**src/rtl/cdctl_spi_slave.sv**
```systemverilog
// SPI mode-0 slave front end for the cdbus controller CSR bus (5-bit address, 8-bit data).
// Optional address auto-increment is compiled in with `define CD_SPI_ADDR_INC_EN.
module cdctl_spi_slave #(
    parameter int unsigned SYNC_STAGES = 2
) (
    input  logic       clk,
    input  logic       reset_n,
    output logic       chip_select,
    output logic [4:0] csr_address,
    output logic       csr_read,
    input  logic [7:0] csr_readdata,
    output logic       csr_write,
    output logic [7:0] csr_writedata,
    input  logic       sck,
    input  logic       nss,
    input  logic       mosi,
    output logic       miso
);

    typedef enum logic [1:0] {
        IDLE,
        CMD,
        DATA_WR,
        DATA_RD
    } state_t;

    state_t state, state_nxt;

    logic [SYNC_STAGES-1:0] sck_sync;
    logic [SYNC_STAGES-1:0] nss_sync;
    logic [SYNC_STAGES-1:0] mosi_sync;
    logic                   sck_s, nss_s, mosi_s, sck_prev;
    logic                   sck_rise, sck_fall;

    logic [2:0] bit_cnt;
    logic [6:0] rx_shift;
    logic [7:0] rx_byte;
    logic [7:0] tx_shift;
    logic       read_pending;
    logic       armed;
    logic       byte_done;

    logic       read_nxt, write_nxt;
    logic [4:0] addr_nxt;
    logic [7:0] wdata_nxt;
`ifdef CD_SPI_ADDR_INC_EN
    logic       addr_inc, addr_inc_nxt;
`endif

    // Synchronizers are left unreset so the live nss level is already known
    // when reset releases; resetting them could falsely arm mid-frame.
    always_ff @(posedge clk) begin
        sck_sync  <= {sck_sync[SYNC_STAGES-2:0], sck};
        nss_sync  <= {nss_sync[SYNC_STAGES-2:0], nss};
        mosi_sync <= {mosi_sync[SYNC_STAGES-2:0], mosi};
        sck_prev  <= sck_s;
    end

    assign sck_s    = sck_sync[SYNC_STAGES-1];
    assign nss_s    = nss_sync[SYNC_STAGES-1];
    assign mosi_s   = mosi_sync[SYNC_STAGES-1];
    assign sck_rise = sck_s & ~sck_prev;
    assign sck_fall = ~sck_s & sck_prev;

    // rx_shift holds only the first seven bits; the eighth is taken live from
    // mosi_s so the byte can be acted on in the cycle it completes.
    assign rx_byte   = {rx_shift, mosi_s};
    assign byte_done = sck_rise && (bit_cnt == 3'd7) && (state != IDLE) && !nss_s;
    assign miso      = tx_shift[7];

    always_ff @(posedge clk) begin
        if (!reset_n) begin
            state <= IDLE;
        end else begin
            state <= state_nxt;
        end
    end

    always_comb begin
        state_nxt = state;
        if (nss_s) begin
            state_nxt = IDLE;
        end else begin
            unique case (state)
                IDLE:    if (armed) state_nxt = CMD;
                CMD:     if (byte_done) state_nxt = rx_byte[7] ? DATA_WR : DATA_RD;
                DATA_WR: state_nxt = DATA_WR;
                DATA_RD: state_nxt = DATA_RD;
                default: state_nxt = IDLE;
            endcase
        end
    end

    always_comb begin
        read_nxt  = 1'b0;
        write_nxt = 1'b0;
        addr_nxt  = csr_address;
        wdata_nxt = csr_writedata;
`ifdef CD_SPI_ADDR_INC_EN
        addr_inc_nxt = addr_inc;
        if (addr_inc && (csr_write || read_pending)) begin
            addr_nxt = csr_address + 5'd1;
        end
`endif
        if (byte_done) begin
            unique case (state)
                CMD: begin
                    addr_nxt = rx_byte[4:0];
                    read_nxt = ~rx_byte[7];
`ifdef CD_SPI_ADDR_INC_EN
                    addr_inc_nxt = rx_byte[6];
`endif
                end
                DATA_WR: begin
                    write_nxt = 1'b1;
                    wdata_nxt = rx_byte;
                end
                DATA_RD: read_nxt = 1'b1;
                default: ;
            endcase
        end
    end

    always_ff @(posedge clk) begin
        if (!reset_n) begin
            csr_read      <= 1'b0;
            csr_write     <= 1'b0;
            csr_address   <= '0;
            csr_writedata <= '0;
`ifdef CD_SPI_ADDR_INC_EN
            addr_inc      <= 1'b0;
`endif
        end else begin
            csr_read      <= read_nxt;
            csr_write     <= write_nxt;
            csr_address   <= addr_nxt;
            csr_writedata <= wdata_nxt;
`ifdef CD_SPI_ADDR_INC_EN
            addr_inc      <= addr_inc_nxt;
`endif
        end
    end

    always_ff @(posedge clk) begin
        if (!reset_n) begin
            chip_select  <= 1'b0;
            armed        <= 1'b0;
            bit_cnt      <= '0;
            rx_shift     <= '0;
            tx_shift     <= '0;
            read_pending <= 1'b0;
        end else begin
            chip_select  <= ~nss_s;
            armed        <= armed | nss_s;
            read_pending <= csr_read;

            if (nss_s || state == IDLE) begin
                bit_cnt <= '0;
            end else if (sck_rise) begin
                bit_cnt  <= bit_cnt + 3'd1;
                rx_shift <= {rx_shift[5:0], mosi_s};
            end

            // No shift on the fall with bit_cnt==0: that fall follows a byte
            // boundary and tx_shift may just have been reloaded.
            if (nss_s) begin
                tx_shift <= '0;
            end else if (read_pending) begin
                tx_shift <= csr_readdata;
            end else if (sck_fall && bit_cnt != 3'd0 && state != IDLE) begin
                tx_shift <= {tx_shift[6:0], 1'b0};
            end
        end
    end

endmodule

```
**config.mk**
```make
export PLATFORM = sky130hd
export DESIGN_NAME = cdctl_spi_slave
export DESIGN_NICKNAME = d
export VERILOG_FILES = /design/src/rtl/cdctl_spi_slave.sv
export SDC_FILE = /design/constraint.sdc
export NUM_CORES = 1
export LEC_CHECK = 0
export BUFFER_PORTS_ARGS = -buffer_cell sky130_fd_sc_hd__buf_2
export CORE_MARGIN = 5
export CORE_UTILIZATION = 32
export DETAILED_ROUTE_END_ITERATION = 10
export GPL_TIMING_DRIVEN = 1
export PLACE_DENSITY_LB_ADDON = 0.1
export SYNTH_ARGS = -nofsm -noshare
export SYNTH_HDL_FRONTEND = slang
export SYNTH_SLANG_ARGS = --single-unit
```
**constraint.sdc**
```tcl
create_clock -name clk -period 1.7 [get_ports clk]
set_input_delay 0.34 -clock clk [delete_from_list [all_inputs] [get_ports clk]]
set_output_delay 0.34 -clock clk [all_outputs]
set_load 0.005 [all_outputs]
```
## Word-level counts from Yosys, hierarchy flattened

Index checks and enable logic that the tools add are counted.

- Bits in registers: 45
- Input bits: 13
- Logic and storage cells: 57

- $add $sub $neg: 1
- Equal/unequal tests: 6
- Multiplexer cells: 8
- Bitwise operators: 9
- Reduce and logical (&&, ||, !) cells: 18

Operators with widths:

| operator | count |
|---|---|
| two-way mux 8 bit | 2 |
| AND reduction 2 bit | 5 |
| one-hot mux 2 bit (4 select lines) | 1 |
| NOT 1 bit | 6 |
| logical AND 1 bit | 5 |
| equality test 2 bit (second input constant) | 2 |
| two-way mux 2 bit | 2 |
| != test 2 bit (second input constant) | 2 |
| nonzero test 2 bit | 2 |
| OR reduction 2 bit | 2 |
| adder 3 x 1 -> 3 bit (second input constant) | 1 |
| equality test 3 bit (second input constant) | 1 |
| nonzero test 3 bit | 1 |
| bitwise AND 1 bit | 2 |
| equality test 2 x 1 -> 1 bit (second input constant) | 1 |
| zero test 2 bit | 1 |
| two-way mux 1 bit | 2 |
| one-hot mux 1 bit (2 select lines) | 1 |
| zero test 1 bit | 1 |
| logical OR 1 bit | 1 |
| OR 1 bit | 1 |

## Logic depth before layout (Yosys ltp)

- Word-level depth: 7
- Mapped depth: 7
- Mapped depth without buffers: 5

## Worst setup path after synthesis

Ideal clock, no wire load.

- Path kind: reg-to-reg
- Start: register bit_cnt[0]
- End: register state[1]
- Arrival: 1283 ps
- Required time: 1585 ps
- Setup slack: 302 ps
- Cell stages (with the launch flop): 8
- Path buffers: 2
- Cells stage by stage: dfxtp_1 -> ha_1 -> ha_1 -> and4bb_1 -> buf_4 -> buf_6 -> a21oi_1 -> nor2_1

- Word-level cells in the longest chain between the ends: 6

Ends and longest elaborated chain:

| element | line | RTL |
|---|---|---|
| start: declaration | 35 | `logic [2:0] bit_cnt;` |
| start signal: assignment | 160 | `bit_cnt <= bit_cnt + 3'd1;` |
| equality test 3 bit | 68 | `assign byte_done = sck_rise && (bit_cnt == 3'd7) && (state != IDLE) && !nss_s;` |
| logical AND 1 bit (3 in series) | 68 |  |
| != test 2 bit (no line) | n/a |  |
| AND reduction 2 bit (no line) | n/a |  |
| end signal: assignment | 75 | `state <= state_nxt;` |
| end: declaration | 27 | `state_t state, state_nxt;` |

No other way between the ends.
A chain may end at the register's enable or synchronous reset.

## Worst setup path after layout

- Start: register bit_cnt[1]
- End: register csr_writedata[3]

- Word-level cells in the longest chain between the ends: 5

Ends and longest elaborated chain:

| element | line | RTL |
|---|---|---|
| equality test 3 bit | 68 |  |
| logical AND 1 bit (3 in series) | 68 |  |
| AND reduction 2 bit (no line) | n/a |  |
| end signal: assignment | 137 | `csr_writedata <= wdata_nxt;` |
| end: declaration | 13 | `output logic [7:0] csr_writedata,` |

No other way between the ends.

==> qor.tcl <==
set qor(criticalPathCategory) {reg2reg}
set qor(cpLargestDelayFamily) {flip-flops}
set qor(worstSetupStartpoint) {bit_cnt[1]$_SDFFE_PP0N_}
set qor(avgSynthCellArea_um2) 9.50
set qor(grt_antenna_before_repair) 0
set qor(dp_hpwl_mm) 2.83
set qor(power_report.internal_total_w) 0.00158
set qor(fmax_ghz) 0.696
set qor(share_clk_of_total_power_pct) 41.8
set qor(congestion_overflow_gr) 0
set qor(part_of_the_yosys_area_used_for_sequential_elements_pct) 50.2
set qor(fillers) 587
set qor(die_area_mm2) 0.00721
set qor(global_route.usage.total_pct) 12.0
set qor(worst_r2r_endpoint) {csr_writedata[3]$_SDFFE_PN0P_}
set qor(width_of_the_chip_um) 84.9
set qor(cellLeakagePower_nw) 0.803
set qor(synth-seq-cells) 45
set qor(postCtsHoldBufs) 0
set qor(clock_tree.buffer_depth) 2
set qor(hold_ws_ns) 0.137
set qor(finalInstanceArea_mm2) 0.00213
set qor(post-route-min-period_ns) 1.44
set qor(commonest_cells_after_routing_fill_and_taps_aside) {45 x sky130_fd_sc_hd__dfxtp_1, 29 x sky130_fd_sc_hd__buf_2, 27 x sky130_fd_sc_hd__o21ai_0}
set qor(critical_path.slowest_cell) {sky130_fd_sc_hd__dfxtp_1}
set qor(post_synth_edffs) 0
set qor(antenna_cells) 0
set qor(power.switching_fraction_pct) 20.3
set qor(worstRegToRegCells) 6
set qor(setup_viol) 0
set qor(yosys_warnings) 0
set qor(timing.critical_path.arrival_ns) 1.66
set qor(timing.rr.start) {bit_cnt[1]$_SDFFE_PP0N_}
set qor(nets) 236
set qor(share_of_final_layout_standard_cells_stronger_than_drive_strength_1_pct) 20.8
set qor(synth.lib_cells_used.distinct) 33
set qor(worst_setup_path_end_kind) {flop}
set qor(first_iter_violations) 118
set qor(worstSkewPairLatency_ns) 0.30
set qor(syn-instance-count) 189
set qor(row_count) 27
set qor(max_slew.worst_pin.slew_ns) 0.595
set qor(netlist_area_before_placement_mm2) 0.00180
set qor(setup_tns_ns) 0
set qor(fin_util_pct) 38.9
set qor(vias_per_std_cell) 5.08
set qor(post_cts_resized) 0
set qor(path_max_fanout) 5
set qor(routed_wirelength_mm) 4.06
set qor(die_h_um) 84.9
set qor(layout_commonest_cell) {sky130_fd_sc_hd__dfxtp_1}
set qor(routed_wirelength_normalized_by_instance_count_um) 13.9
set qor(flow.area_growth_from_synthesis_pct) 18.5
set qor(drv_cap) 0
set qor(cts-htree-levels) 2
set qor(outcome) {finished, final reports clean}
set qor(worst_slew_margin_rel_pct) 60.3
set qor(postSynthNetCount) 205
set qor(worst-path-stages) 6
set qor(dr_total_vias) 1487
set qor(crit_path_frequent_cell) {sky130_fd_sc_hd__ha_1}
set qor(worstSetupEndpoint) {csr_writedata[3]$_SDFFE_PN0P_}
set qor(rsz0062_at_grt) {false}
set qor(startpoint_type_of_the_worst_setup_path) {flop}
set qor(asyncSetResetFlopFracSynth_pct) 0
set qor(cts_inserted_buffers) 5
set qor(tritoncts_num_sinks) 45
set qor(pwr_density_cell_mw_per_mm2) 931
set qor(power.ir.vdd_worst_uv) 425
set qor(final_antenna_net_count) 0
set qor(reg2reg_setup_slack_ns) 0.26
set qor(timing.critical_path.cells) {ha_1, ha_1, and4bb_1, buf_4, nand3_1, a21boi_0}
set qor(number_of_global_route_vias_before_repair) 1428
set qor(pin_count_of_the_biggest_net_entering_global_routing) 25
set qor(drc) 0
set qor(area_taken_by_multi_input_logic_gates_um2) 808
set qor(fin_skew_ns) 0.00665
set qor(comb_power_share_pct) 3.9
set qor(net_switching_power_w) 0.000403
set qor(worst-endpoint-required_ns) 1.92
set qor(root_buffer) {sky130_fd_sc_hd__clkbuf_8}
set qor(crit_path_max_incr_delay_ns) 0.36
set qor(cts_setup_buffers) 0
set qor(clkTransAtPathRegs_ns) 0.08
set qor(first_pass_iters) 4
set qor(starting_density_pct) 32.8
set qor(placed_area_mm2) 0.00201
set qor(place.gp.congestion) 0.778
set qor(crit_buf_inv) 1
set qor(grt_first_pass_wirelength_mm) 6.97
set qor(holdCritPathClass) {in2reg}
set qor(top_level_ports) 30
set qor(final-hold-violation-count) 0
set qor(power.share.sequential_pct) 54.3
set qor(yosys_most_used_dff) {sky130_fd_sc_hd__dfxtp_1}
set qor(design.core.area_mm2) 0.00547
set qor(finalCritPeriodShare_pct) 84.6
set qor(timing_max_transition_violations_final) 0
set qor(register_area_um2) 901
set qor(placement.io_buffers) 29
set qor(clock_tree_from_tritoncts) {built}
[synth_stat cells, types with 2 or more instances]
master                     count  area share [%]
sky130_fd_sc_hd__nand3_1      20             5.6
sky130_fd_sc_hd__nand2b_1      7             2.4
sky130_fd_sc_hd__nor2_1        5             1.0
sky130_fd_sc_hd__a21oi_1       2            0.56
sky130_fd_sc_hd__buf_2         3            0.84
sky130_fd_sc_hd__o31ai_1       7             2.9
sky130_fd_sc_hd__clkbuf_1      5             1.0
sky130_fd_sc_hd__nor2b_1       5             1.7
sky130_fd_sc_hd__a21boi_0      3             1.3
sky130_fd_sc_hd__mux2i_1       2             1.1
sky130_fd_sc_hd__buf_6         2             1.3
sky130_fd_sc_hd__o21ai_0      27             7.5
sky130_fd_sc_hd__inv_1         3            0.63
sky130_fd_sc_hd__nand2_1       4            0.84
sky130_fd_sc_hd__dfxtp_1      45              50
sky130_fd_sc_hd__buf_4         2            0.84
sky130_fd_sc_hd__nand4_1       7             2.4
sky130_fd_sc_hd__ha_1          3             2.1
sky130_fd_sc_hd__a21boi_1     17             7.1
sky130_fd_sc_hd__a31oi_1       7             2.4
[sequential cells by signal, summed over array words and instances (netlist names)]
signal,count
armed,1
bit_cnt,3
chip_select,1
csr_address,5
csr_read,1
csr_write,1
csr_writedata,8
mosi_sync,2
nss_sync,2
read_pending,1
rx_shift,7
sck_prev,1
sck_sync,2
state,2
tx_shift,8
[power groups by stage]
stage                     clock network, W  logic (W)  registers, W
after floorplan                          0  0.0000510       0.00110
after global placement                   0  0.0000761       0.00110
after detailed placement                 0  0.0000771       0.00110
after CTS                         0.000850  0.0000777       0.00108
after global routing              0.000891  0.0000863       0.00108
final                             0.000828  0.0000770       0.00108
[through the flow]
step | total power, W | std cells | worst slack, ns
2_1_floorplan | 0.00115 | 189 | 0.302
3_3_place_gp | 0.00118 | 285 | 0.314
3_5_place_dp | 0.00118 | 285 | 0.270
4_1_cts | 0.00200 | 293 | 0.231
5_1_grt | 0.00206 | 293 | 0.0753
6_report | 0.00198 | 293 | 0.262
[logic make-up after synthesis]
family,synth area share [%]
DFF,50.2
muxes,1.12
and+or+nand+nor,18.0
AOI/OAI and AO/OA,23.3
buffers and inverters,4.81
adders and majority gates,2.09
xor gates and xnor gates,0.488
[worst min path at each step]
stage / start / to / slack [ns] / depth (start not counted)
after CTS: mosi / mosi_sync[0]$_DFF_P_ / 0.13 / 1
after global placement: sck_sync[0]$_DFF_P_ / sck_sync[1]$_DFF_P_ / 0.31 / 0
after floorplan: mosi_sync[0]$_DFF_P_ / mosi_sync[1]$_DFF_P_ / 0.31 / 0
after detailed placement: nss_sync[0]$_DFF_P_ / nss_sync[1]$_DFF_P_ / 0.31 / 0
final: mosi / mosi_sync[0]$_DFF_P_ / 0.14 / 1
after global routing: nss / nss_sync[0]$_DFF_P_ / 0.12 / 1
[layer usage]
metal,wire [um],vias to the layer above,track usage (%)
li1,-,747,-
met1,2020,692,16.4
met2,1720,43,17.3
met4,46,0,4.46
met3,276,5,4.27
met5,0,-,0
[cell type report]
cell class                      count  share of cell area, %
Sequential cell                    45                   42.3
Inverter                            4                  0.705
Clock buffer                        7                   4.06
Tap cell                           72                   4.23
Multi-Input combinational cell    128                   38.0
Timing Repair Buffer               36                   9.29
Clock inverter                      1                   1.41
No activity file was read; power rests on OpenSTA's default activity.
